===== src/rtl/writeback_arbiter_if.sv =====
// -----------------------------------------------------------------------------
// writeback_arbiter_if
//   Bundles every non-clock signal of the write-back arbiter.
//   slave  : the arbiter itself (consumes results and queries, drives the
//            register-file write port, handshake ready and pending flags).
//   master : the pipeline side that offers results and asks hazard queries.
//
//   ALU path    : alu_valid, alu_rd, alu_data
//   LSU path    : lsu_valid, lsu_ready, lsu_rd, lsu_data
//   Write port  : EnableWrite, write_reg, write_data (registered)
//   Hazard query: read_reg1/2 -> pend1/2 (combinational)
//   Occupancy   : fifo_count (valid + killed entries held)
// -----------------------------------------------------------------------------
interface writeback_arbiter_if #(
  parameter int DEPTH  = 4,
  parameter int DATA_W = 32,
  parameter int ADDR_W = 5
);
  localparam int CNT_W = $clog2(DEPTH) + 1;

  logic              alu_valid;
  logic [ADDR_W-1:0] alu_rd;
  logic [DATA_W-1:0] alu_data;

  logic              lsu_valid;
  logic              lsu_ready;
  logic [ADDR_W-1:0] lsu_rd;
  logic [DATA_W-1:0] lsu_data;

  logic              EnableWrite;
  logic [ADDR_W-1:0] write_reg;
  logic [DATA_W-1:0] write_data;

  logic [ADDR_W-1:0] read_reg1;
  logic [ADDR_W-1:0] read_reg2;
  logic              pend1;
  logic              pend2;

  logic [CNT_W-1:0]  fifo_count;

  modport master (
    output alu_valid, alu_rd, alu_data,
    output lsu_valid, lsu_rd, lsu_data,
    output read_reg1, read_reg2,
    input  lsu_ready, EnableWrite, write_reg, write_data,
    input  pend1, pend2, fifo_count
  );

  modport slave (
    input  alu_valid, alu_rd, alu_data,
    input  lsu_valid, lsu_rd, lsu_data,
    input  read_reg1, read_reg2,
    output lsu_ready, EnableWrite, write_reg, write_data,
    output pend1, pend2, fifo_count
  );
endinterface


===== src/rtl/writeback_arbiter.sv =====
// -----------------------------------------------------------------------------
// writeback_arbiter
//   Drives the single register-file write port from two result sources:
//   single-cycle ALU results (always win, never stalled) and long-latency
//   load/multiply results queued in a DEPTH-entry FIFO with valid/ready.
//   A winning ALU write to R kills every queued write to R (the queued result
//   is older in program order), and killed entries drain without writing.
//
//   clk   : clock, all state updates on posedge
//   rst_n : asynchronous active-low reset
//   bus   : writeback_arbiter_if.slave (see interface header for signals)
// -----------------------------------------------------------------------------
module writeback_arbiter #(
  parameter int DEPTH  = 4,
  parameter int DATA_W = 32,
  parameter int ADDR_W = 5
) (
  input  logic                  clk,
  input  logic                  rst_n,
  writeback_arbiter_if.slave    bus
);
  localparam int PTR_W = $clog2(DEPTH);
  localparam int CNT_W = PTR_W + 1;
  localparam logic [CNT_W-1:0] FULL_C = CNT_W'(DEPTH);

  // Write-port registers
  logic              r_en;
  logic [ADDR_W-1:0] r_wreg;
  logic [DATA_W-1:0] r_wdata;

  // FIFO state: per-entry valid bit plus payload
  logic [DEPTH-1:0]  r_valid;
  logic [ADDR_W-1:0] r_rd   [DEPTH];
  logic [DATA_W-1:0] r_data [DEPTH];
  logic [PTR_W-1:0]  r_head;
  logic [PTR_W-1:0]  r_tail;
  logic [CNT_W-1:0]  r_count;

  logic w_ready;
  logic w_alu_win;
  logic w_push;
  logic w_pop;
  logic w_push_killed;
  logic w_pend1;
  logic w_pend2;

  // Ready looks only at registered occupancy, never at a same-cycle pop.
  assign w_ready   = (r_count < FULL_C);
  assign w_alu_win = bus.alu_valid && (bus.alu_rd != '0);
  // An r0 result completes the handshake but occupies no slot.
  assign w_push    = bus.lsu_valid && w_ready && (bus.lsu_rd != '0);
  assign w_pop     = !w_alu_win && (r_count != '0);
  // The LSU result is older than a concurrent ALU result to the same rd.
  assign w_push_killed = w_alu_win && (bus.lsu_rd == bus.alu_rd);

  // NOTE: sequential state uses non-blocking (<=) so every register samples
  // pre-edge values; blocking here would make results depend on statement order.
  always_ff @(posedge clk or negedge rst_n) begin
    if (!rst_n) begin
      r_en    <= 1'b0;
      r_wreg  <= '0;
      r_wdata <= '0;
      r_valid <= '0;
      r_head  <= '0;
      r_tail  <= '0;
      r_count <= '0;
    end else begin
      // Output selection
      if (w_alu_win) begin
        r_en    <= 1'b1;
        r_wreg  <= bus.alu_rd;
        r_wdata <= bus.alu_data;
      end else if (w_pop) begin
        if (r_valid[r_head]) begin
          r_en    <= 1'b1;
          r_wreg  <= r_rd[r_head];
          r_wdata <= r_data[r_head];
        end else begin
          r_en <= 1'b0;
        end
      end else begin
        r_en <= 1'b0;
      end

      // Valid bits: push sets the tail, WAW kill clears matches, pop retires
      // the head. Tail and head coincide only when empty or full, where push
      // and pop cannot both happen.
      for (int i = 0; i < DEPTH; i++) begin
        if (w_push && (r_tail == PTR_W'(i))) begin
          r_valid[i] <= !w_push_killed;
        end else if (w_alu_win && (r_rd[i] == bus.alu_rd)) begin
          r_valid[i] <= 1'b0;
        end else if (w_pop && (r_head == PTR_W'(i))) begin
          r_valid[i] <= 1'b0;
        end
      end

      if (w_push) r_tail <= r_tail + PTR_W'(1);
      if (w_pop)  r_head <= r_head + PTR_W'(1);
      r_count <= r_count + CNT_W'(w_push) - CNT_W'(w_pop);
    end
  end

  // NOTE: the payload array has no reset; it is only observed through a set
  // valid bit, so clearing it would cost reset fan-out for no behaviour.
  always_ff @(posedge clk) begin
    if (w_push) begin
      r_rd[r_tail]   <= bus.lsu_rd;
      r_data[r_tail] <= bus.lsu_data;
    end
  end

  // Pending = any live queued write or the write currently on the port.
  // NOTE: each output gets a default first so no path leaves it unassigned,
  // which would otherwise infer a latch.
  always_comb begin
    w_pend1 = 1'b0;
    w_pend2 = 1'b0;
    for (int i = 0; i < DEPTH; i++) begin
      if (r_valid[i] && (r_rd[i] == bus.read_reg1)) w_pend1 = 1'b1;
      if (r_valid[i] && (r_rd[i] == bus.read_reg2)) w_pend2 = 1'b1;
    end
    if (r_en && (r_wreg == bus.read_reg1)) w_pend1 = 1'b1;
    if (r_en && (r_wreg == bus.read_reg2)) w_pend2 = 1'b1;
    if (bus.read_reg1 == '0) w_pend1 = 1'b0;
    if (bus.read_reg2 == '0) w_pend2 = 1'b0;
  end

  assign bus.lsu_ready   = w_ready;
  assign bus.EnableWrite = r_en;
  assign bus.write_reg   = r_wreg;
  assign bus.write_data  = r_wdata;
  assign bus.pend1       = w_pend1;
  assign bus.pend2       = w_pend2;
  assign bus.fifo_count  = r_count;

endmodule


===== src/flat_wrapper.sv =====
// flat-port wrapper written by rule: the top's interface ports become plain ports
module writeback_arbiter_flat 
#(
  parameter int DEPTH  = 4,
  parameter int DATA_W = 32,
  parameter int ADDR_W = 5
)
  (clk, rst_n, bus_alu_valid, bus_alu_rd, bus_alu_data, bus_lsu_valid, bus_lsu_rd, bus_lsu_data, bus_read_reg1, bus_read_reg2, bus_lsu_ready, bus_EnableWrite, bus_write_reg, bus_write_data, bus_pend1, bus_pend2, bus_fifo_count);
  writeback_arbiter_if #(.DEPTH(DEPTH), .DATA_W(DATA_W), .ADDR_W(ADDR_W)) bus_i ();
  input  logic clk;
  input  logic rst_n;
  input wire logic [$bits(bus_i.alu_valid)-1:0] bus_alu_valid;
  input wire logic [$bits(bus_i.alu_rd)-1:0] bus_alu_rd;
  input wire logic [$bits(bus_i.alu_data)-1:0] bus_alu_data;
  input wire logic [$bits(bus_i.lsu_valid)-1:0] bus_lsu_valid;
  input wire logic [$bits(bus_i.lsu_rd)-1:0] bus_lsu_rd;
  input wire logic [$bits(bus_i.lsu_data)-1:0] bus_lsu_data;
  input wire logic [$bits(bus_i.read_reg1)-1:0] bus_read_reg1;
  input wire logic [$bits(bus_i.read_reg2)-1:0] bus_read_reg2;
  output wire logic [$bits(bus_i.lsu_ready)-1:0] bus_lsu_ready;
  output wire logic [$bits(bus_i.EnableWrite)-1:0] bus_EnableWrite;
  output wire logic [$bits(bus_i.write_reg)-1:0] bus_write_reg;
  output wire logic [$bits(bus_i.write_data)-1:0] bus_write_data;
  output wire logic [$bits(bus_i.pend1)-1:0] bus_pend1;
  output wire logic [$bits(bus_i.pend2)-1:0] bus_pend2;
  output wire logic [$bits(bus_i.fifo_count)-1:0] bus_fifo_count;
  assign bus_i.alu_valid = bus_alu_valid;
  assign bus_i.alu_rd = bus_alu_rd;
  assign bus_i.alu_data = bus_alu_data;
  assign bus_i.lsu_valid = bus_lsu_valid;
  assign bus_i.lsu_rd = bus_lsu_rd;
  assign bus_i.lsu_data = bus_lsu_data;
  assign bus_i.read_reg1 = bus_read_reg1;
  assign bus_i.read_reg2 = bus_read_reg2;
  assign bus_lsu_ready = bus_i.lsu_ready;
  assign bus_EnableWrite = bus_i.EnableWrite;
  assign bus_write_reg = bus_i.write_reg;
  assign bus_write_data = bus_i.write_data;
  assign bus_pend1 = bus_i.pend1;
  assign bus_pend2 = bus_i.pend2;
  assign bus_fifo_count = bus_i.fifo_count;
  writeback_arbiter #(.DEPTH(DEPTH), .DATA_W(DATA_W), .ADDR_W(ADDR_W)) u_core (.clk(clk), .rst_n(rst_n), .bus(bus_i));
endmodule

===== config.mk =====
export PLATFORM = sky130hd
export DESIGN_NAME = writeback_arbiter_flat
export DESIGN_NICKNAME = d
export VERILOG_FILES = /design/src/rtl/writeback_arbiter_if.sv /design/src/rtl/writeback_arbiter.sv /design/src/flat_wrapper.sv
export SDC_FILE = /design/constraint.sdc
export NUM_CORES = 1
export LEC_CHECK = 0
export CAP_MARGIN = 20
export CORE_UTILIZATION = 32
export DETAILED_ROUTE_END_ITERATION = 12
export PLACE_DENSITY_LB_ADDON = 0.12
export SETUP_SLACK_MARGIN = 0.15
export SYNTH_ARGS = -nofsm -noshare
export SYNTH_HDL_FRONTEND = slang
export SYNTH_SLANG_ARGS = --single-unit

===== constraint.sdc =====
create_clock -name clk -period 3 [get_ports clk]
set_input_delay 0.6 -clock clk [delete_from_list [all_inputs] [get_ports clk]]
set_output_delay 0.6 -clock clk [all_outputs]
set_load 0.02 [all_outputs]

Word level (Yosys, flattened, before mapping)
Memories as Yosys holds them, arrays and structs flattened.
Index checks and enable logic that the tools add are counted.

operators by class
  add/sub/neg operators = 4
  order comparisons = 2
  equal/unequal tests = 21
  multiplexer cells = 37
  reductions and logical operators = 43

operators by type and width
  kind                                                                   number
  32-bit 2-to-1 mux                                                      3
  5-bit equality test                                                    15
  1-bit 2-to-1 mux                                                       30
  1-bit logical AND                                                      27
  5-bit 2-to-1 mux                                                       3
  3-bit nonzero test                                                     5
  5-bit zero test                                                        2
  5-bit nonzero test                                                     2
  2-bit equality test, second input constant                             4
  2-bit by 1-bit adder with 2-bit output, second input constant          2
  2-bit by 1-bit equality test with 1-bit output, second input constant  2
  2-bit zero test                                                        2
  2-bit nonzero test                                                     2
  3-bit by 1-bit adder with 3-bit output                                 1
  2-bit by 3-bit < comparator with 1-bit output, second input constant   1
  3-bit < comparator, second input constant                              1
  3-bit by 1-bit subtractor with 3-bit output                            1
  1-bit binary-select mux with 2-bit select                              1
  1-bit zero test                                                        2
  2-bit AND reduction                                                    1

storage, ports and cells
  register bits after elaboration = 49
  memory bits (writable) = 148
  bits of input ports = 88
  output and inout bits = 44
  memories = 2

memory list
  name           depth  bits a word  read ports  clocked after Yosys merged registers in  wr ports  line                     source
  u_core.r_data  4      32           1           0                                        1         writeback_arbiter.sv:34  logic [DATA_W-1:0] r_data [DEPTH];
  u_core.r_rd    4      5            5           0                                        1         writeback_arbiter.sv:33  logic [ADDR_W-1:0] r_rd [DEPTH];

Longest topological paths before layout
Gate-level depths: netlist (run 1).

  depth after elaboration = 8
  mapped depth = 9
  mapped depth without buffers = 8

Worst setup path before layout (run 1)
Ideal clock, no wire load.

  path kind = input -> register
  start = input port bus_alu_rd[1]
  end = register u_core.r_count[2], in the netlist u_core.bus.fifo_count[2]
  data arrival time = 2.640 ns
  setup slack = 0.238 ns
  stages on the path = 9
  path buffers = 1
  cell sequence = buf_2 or4_1 o21ai_4 and2_0 ha_1 inv_1 ha_1 fa_1 xnor2_1

on the way
  word-level cells in the longest chain between the ends = 5

RTL lines
  what                                         line                      source
  from (decl)                                  flat_wrapper.sv:13        input wire logic [$bits(bus_i.alu_rd)-1:0] bus_alu_rd;
  5-bit nonzero test                           writeback_arbiter.sv:49   assign w_alu_win = bus.alu_valid && (bus.alu_rd != '0);
  1-bit logical AND                            writeback_arbiter.sv:49
  1-bit zero test                              writeback_arbiter.sv:52   assign w_pop = !w_alu_win && (r_count != '0);
  1-bit logical AND                            writeback_arbiter.sv:52
  via u_core.w_pop                             writeback_arbiter.sv:42   logic w_pop;
  3-bit by 1-bit subtractor with 3-bit output  writeback_arbiter.sv:100  r_count <= r_count + CNT_W'(w_push) - CNT_W'(w_pop);
  to (signal assigned)                         writeback_arbiter.sv:100
  to (decl)                                    writeback_arbiter.sv:37   logic [CNT_W-1:0] r_count;

The timed path passes the listed nets, and every way through them passes these cells.
A chain may end at the register's enable or synchronous reset.

Final worst setup path (run 1)
  start = input port bus_read_reg2[1]
  end = output port bus_pend2

on the way
  word-level cells in the longest chain between the ends = 8
  elaborated cells on any way between the ends = 17
  classes of those cells = eq/ne: 5; mux: 6; reduce/logical: 6

RTL lines
  what                           line                      source
  from (decl)                    flat_wrapper.sv:19        input wire logic [$bits(bus_i.read_reg2)-1:0] bus_read_reg2;
  5-bit equality test            writeback_arbiter.sv:121  if (r_valid[i] && (r_rd[i] == bus.read_reg2)) w_pend2 = 1'b1;
  1-bit logical AND              writeback_arbiter.sv:121
  1-bit 2-to-1 mux (4 in a row)  writeback_arbiter.sv:121
  1-bit 2-to-1 mux               writeback_arbiter.sv:124  if (r_en && (r_wreg == bus.read_reg2)) w_pend2 = 1'b1;
  1-bit 2-to-1 mux *             writeback_arbiter.sv:126  if (bus.read_reg2 == '0) w_pend2 = 1'b0;
  to (decl)                      flat_wrapper.sv:25        output wire logic [$bits(bus_i.pend2)-1:0] bus_pend2;

Every way passes the cells marked *; elsewhere a longest branch is shown, timed or not.

==> results of run 1 <==
## per-layer routing
layer / track usage / wire [µm] / up-vias
li1: - / - / 2366
met1: 0.186 / 8810 / 2612
met2: 0.273 / 10800 / 117
met3: 0.0302 / 718 / 25
met4: 0.0507 / 309 / 0
met5: 0 / 0 / -
## worst max-delay path, delay by kind of cell
kind,cells,cell delay [ps]
XOR/XNOR,1,210
buffers and inverters,3,810
AO/OA/AOI/OAI,1,230
AND/OR/NAND/NOR,3,250
## final timing paths
kind                                                 from  depth (start not counted)                         to
worst min-delay path                                rst_n                          2  u_core.bus.write_data[20]
max in group asynchronous                           rst_n                          2   u_core.bus.write_data[8]
min in group clk                u_core.bus.write_data[16]                          2  u_core.bus.write_data[16]
worst min register to register  u_core.bus.write_data[16]                          2  u_core.bus.write_data[16]
worst max-delay path                     bus_read_reg2[1]                          8                  bus_pend2
worst max register to register   u_core.bus.fifo_count[2]                          7   u_core.bus.fifo_count[2]
## cells in the mapped netlist
cell / number
buf_1: 2
nor2_1: 1
inv_1: 14
or4bb_1: 1
buf_2: 11
nand2_1: 44
nor2b_1: 4
ha_1: 10
dfrtp_1: 49
a221o_1: 4
a22oi_1: 2
o311a_1: 1
clkbuf_2: 2
o31ai_1: 3
nor4_1: 13
nand3_1: 21
fa_1: 1
xnor2_1: 25
o311ai_0: 1
buf_4: 3
or3_1: 2
o22ai_1: 2
o22a_1: 2
o21ai_4: 1
buf_6: 2
mux2i_1: 33
o21ai_1: 9
xor2_1: 50
and2_1: 5
mux4_2: 38
edfxtp_1: 148
clkbuf_1: 16
o21ai_0: 26
and2_0: 1
or4_1: 4
a21oi_1: 1
## stage by stage
| stage | std cells | setup WS, ps | setup TNS (ps) | hold WS [ps] | instance area, µm² |
|---|---|---|---|---|---|
| CTS | 1050 | 149 | 0 | 161 | 11100 |
| finish | 1050 | 291 | 0 | 159 | 11200 |
| global placement | 1018 | -278 | -639 | 466 | 10600 |
| floorplan | 552 | 238 | 0 | 304 | 8680 |
| global route | 1050 | 163 | 0 | 167 | 11200 |
| detailed placement | 1018 | -302 | -892 | 475 | 10600 |
## what timing repair did
item,in CTS,in global routing
setup endpoints to repair,2,2
endpoints found under the hold margin,0,0
pin swaps,0,2
resized for setup,11,7
## cells by family (layout without fill, tap and decap cells)
kind of cell	count (synthesis)	count (layout)	synth area share
and+or+nand+nor	96	96	0.0543
buffers and inverters	50	213	0.0265
muxes	71	71	0.137
xor gates and xnor gates	75	75	0.0756
adders and majority gates	11	11	0.0167
DFF	197	197	0.653
AOI/OAI and AO/OA	52	52	0.0372
## layout make-up
class                      instances  area, µm²  area share
clock inverter                    12        118      0.0105
multi-input combinational        305       2810       0.252
timing repair buffer             167       1640       0.147
tap                              335        419      0.0376
clock buffer                      20        447      0.0400
inverter                          14       52.6     0.00471
sequential                       197       5680       0.509
## power by group through the flow
stage	Sequential [mW]	Combinational, mW	Clock (mW)
floorplan	4.24	1.73	0
global placement	3.97	3.37	0
detailed placement	4.00	3.41	0
CTS	3.95	3.42	2.24
global route	4.01	3.65	2.33
finish	3.94	3.34	2.18
==> impl_metrics.yaml, run 1 <==
clock_tree:
  hold_buffers: 0
  clk_pin_slew_worst_paths_ps: 80
  cts_buffer_depth: 2
  root_buffer: "clkbuf_16"
  htree_levels: 4
  cts_buffers: 17
  clock-sinks: 197
  cts_setup_buffers: 0
  insertion_delay_ps: 430
  cts_tree: "done"
layout:
  largest_register: "u_core.r_data"
  syn2layout_area_growth_pct: 28.5
  utilization: 0.423
  n_antenna_cell: 0
  largest_register_ffs: 128
  nNetsFinal: 801
  final_common_cell: "edfxtp_1"
  drive_gt1_frac: 0.165
  layout_common_cells: "edfxtp_1, clkdlybuf4s50_1, xor2_1, dfrtp_1, nand2_1"
  num-fill-cells: 2387
setup_path:
  worstPathCellList: "clkdlybuf4s50_1 > buf_4 > xor2_1 > nor4_2 > nand3_1 > nand3_1 > o22a_1 > clkbuf_2"
  crit_path_end_kind: "primary output"
  crit_required_ps: 2400
  path_common_cell: "nand3_1"
  slowest_delay_ps: 500
  arrival_ps: 2110
  path_max_fanout: 5
  cp_slowest_cell: "clkdlybuf4s50_1"
  rrSetupSlack_ps: 620
  worstSetupPathType: "in2out"
  setup.worst_path.start_class: "input port"
route:
  first_iter_violations: 240
  routed_wl_um: 20700
  firstDrtPassIters: 4
  antenna_left: 0
  wl_per_cell_um: 19.7
  drcViolationCount: 0
  viasPerCell: 4.88
  vias: 5120
die:
  pin_count: 132
  dieArea_um2: 27800
  num_rows: 59
  coreArea_um2: 26400
  die_w_um: 167
  start_util: 0.329
  die_y_um: 167
yosys:
  synthesis.nets: 651
  synth_top_area_frac: 0.512
  ys_types: 36
  synthTopCellsByArea: "edfxtp_1, dfrtp_1, mux4_2"
  avgSynthCellArea_um2: 15.7
  synth_area_leader_cell: "edfxtp_1"
  yosysSeqAreaShare: 0.653
  ys_warn_count: 0
  synthCells: 552
  syn-cell-area_um2: 8680
  ys_ff_latch: 197
timing:
  hold_violations: 0
  fin_worst_skew_ps: 15.9
  rsz0062_at_grt: "false"
  period_share: 0.903
  finalCriticalPeriod_ps: 2710
  slew_viol_final: 0
  setup_viol: 0
  worstMarginPinSlew_ps: 653
  max_freq_mhz: 369
  maxSlewHeadroom: 0.565
global_route:
  grt_pass1_vias: 5532
  antenna_found_initial: 0
  grt-ovfl-total: 0
  grt_usage: 0.153
  grt_start_max_net_pins: 50
  grt_first_pass_wirelength_um: 31800
pwr:
  p_clk_frac: 0.230
  power.switching_mw: 3.14
  swShare: 0.332
  p_comb_frac: 0.353
  total_power_mw: 9.46
  ir_drop_mv: 0.484
  intPower_mw: 6.32
  seqPwrFrac: 0.417
  powerDensity_nw_per_um2: 848
  p_leak_nw: 4.03
run:
  drv_cap: 0
place:
  numPortBuffers: 131
  hpwl_um: 13900
  gp_congestion: 0.875
worst_hold_path:
  min_path_type: "in2async"
status:
  status: "finished clean"
Power figures use the tool's default switching activity.
==> run 2: changes to the inputs <==
--- a/config.mk
+++ b/config.mk
@@ -9,6 +9,7 @@
 export CORE_UTILIZATION = 32
 export DETAILED_ROUTE_END_ITERATION = 12
 export PLACE_DENSITY_LB_ADDON = 0.12
+export REMOVE_ABC_BUFFERS = 1
 export SETUP_SLACK_MARGIN = 0.15
 export SYNTH_ARGS = -nofsm -noshare
 export SYNTH_HDL_FRONTEND = slang
==> run 2 against run 1 <==
  * Critical path depth shrank 1
  * Clock power grew 6%
  * Highest routed layer is now met5
  * Clock skew is 1.4 ps lower
  * Clock-buffer cell count decreased by 2
  * First-iteration DRC count increased by 23%
  * Via count rose by 0.88%
  * Total power up 2.2%
  * Sequential cell count is the same
  * Global-route usage rose by 1.0 points
  * Sequential share of layout area decreased by 0.73 points
  * Die area unchanged
==> impl_metrics.yaml, run 2 (same netlist as run 1, synthesis figures left out) <==
status:
  status: "finished clean"
layout:
  layout_common_cells: "edfxtp_1, clkdlybuf4s50_1, xor2_1, dfrtp_1"
  finalNonFillerCells: 1066
  largest_register_ffs: 128
  drive_gt1_frac: 0.178
  syn2layout_area_growth_pct: 30.3
  nNetsFinal: 817
  num-fill-cells: 2363
  largest_register: "u_core.r_data"
  utilization: 0.429
  final_common_cell: "edfxtp_1"
  n_antenna_cell: 0
  multiInputGateArea_um2: 2790
  regArea_um2: 5670
run:
  drv_cap: 0
setup_path:
  arrival_ps: 2130
  worstSetupPathType: "reg2out"
  crit_required_ps: 2400
  crit_path_end_kind: "primary output"
  setup.worst_path.start_class: "flop"
  path_max_fanout: 2
route:
  viasPerCell: 4.85
  firstDrtPassIters: 4
  drcViolationCount: 0
  vias: 5165
  wl_per_cell_um: 20.4
  first_iter_violations: 295
  routed_wl_um: 21800
  antenna_left: 0
die:
  coreArea_um2: 26400
  die_y_um: 167
  pin_count: 132
  start_util: 0.329
  num_rows: 59
  die_w_um: 167
  dieArea_um2: 27800
place:
  numPortBuffers: 131
  placed_cells: 1022
  hpwl_um: 15000
  gp_congestion: 0.845
global_route:
  grt_first_pass_wirelength_um: 33700
  grt_pass1_vias: 5593
  grt-ovfl-total: 0
  grt_usage: 0.164
  antenna_found_initial: 2
  grt_start_max_net_pins: 40
timing:
  max_freq_mhz: 367
  fin_worst_skew_ps: 14.6
  worstMarginPinSlew_ps: 720
  rsz0062_at_grt: "false"
  period_share: 0.908
  maxSlewHeadroom: 0.520
  finalCriticalPeriod_ps: 2730
  timing.hold.ws_ps: 210
  slew_viol_final: 0
  hold_violations: 0
  setup_viol: 0
pwr:
  ir_drop_mv: 0.349
  powerDensity_nw_per_um2: 855
  p_leak_nw: 4.13
  total_power_mw: 9.67
clock_tree:
  cts_tree: "done"
  cts_buffers: 17
  clock-sinks: 197
  clk_pin_slew_worst_paths_ps: 80
  htree_levels: 4
  insertion_delay_ps: 430
  root_buffer: "clkbuf_16"
  cts_buffer_depth: 2
worst_hold_path:
  min_path_type: "in2async"
run 2: worst paths after layout:
path	startpoint	to	slack, ps	cells after the start
setup / recovery	u_core.r_rd[0][3]	bus_pend2	270	7
setup reg to reg	u_core.bus.fifo_count[2]	u_core.bus.fifo_count[2]	670	7
min in group clk	u_core.bus.write_data[23]	u_core.bus.write_data[23]	480	2
hold reg to reg	u_core.bus.write_data[23]	u_core.bus.write_data[23]	480	2
max in group asynchronous	rst_n	u_core.bus.write_data[10]	2180	2
hold / removal	rst_n	u_core.bus.write_data[31]	210	1
run 2: per-stage QoR:
stage	cell area [µm²]	setup slack (ps)	TNS (ps)
floorplan	8510	-930	-34350
global placement	10600	-244	-613
detailed placement	10600	-262	-768
CTS	11300	98.4	0
global route	11300	162	0
finish	11300	275	0
run 2: power breakdown:
part           total (mW)  internal [mW]  switching [mW]
clock                2.31           1.26            1.06
combinational        3.41           1.68            1.72
sequential           3.95           3.56           0.385
total                9.67           6.51            3.16
run 2: area by class of cell:
cell class	count	share of cell area
clock inverters	14	0.0149
repair buffers	183	0.157
well taps	335	0.0371
clock buffers	18	0.0379
inverters	14	0.00465
multi-input cells	305	0.247
flip-flops and latches	197	0.502
run 2: what timing repair did:
action	in CTS	in global routing
cloned	0	0
setup endpoints to repair	2	2
gates resized for setup	11	2
hold buffers	0	0
setup buffers	6	6
run 2: critical path, stage by stage (launching register included):
cell and delay, ps:
edfxtp_1 410, buf_4 170, xor2_1 150, nor4_1 280, nand3_1 100, nand3_1 110, o22a_1 150, dlygate4sd2_1 340
run 2: per-layer routing:
metal,wire length (µm),share of wire,GRT usage,up-vias
li1,-,-,-,2402
met1,9890,0.45,0.213,2629
met2,10700,0.49,0.273,112
met3,921,0.042,0.0368,20
met4,300,0.014,0.0511,2
met5,13,0.00060,0,-
==> run 3: changes to the inputs <==
--- a/config.mk
+++ b/config.mk
@@ -11,6 +11,7 @@
 export PLACE_DENSITY_LB_ADDON = 0.12
 export REMOVE_ABC_BUFFERS = 1
 export SETUP_SLACK_MARGIN = 0.15
+export SLEW_MARGIN = 20
 export SYNTH_ARGS = -nofsm -noshare
 export SYNTH_HDL_FRONTEND = slang
 export SYNTH_SLANG_ARGS = --single-unit
==> results of run 3 <==
Final layout, timing and power as in run 2 (identical DEF).
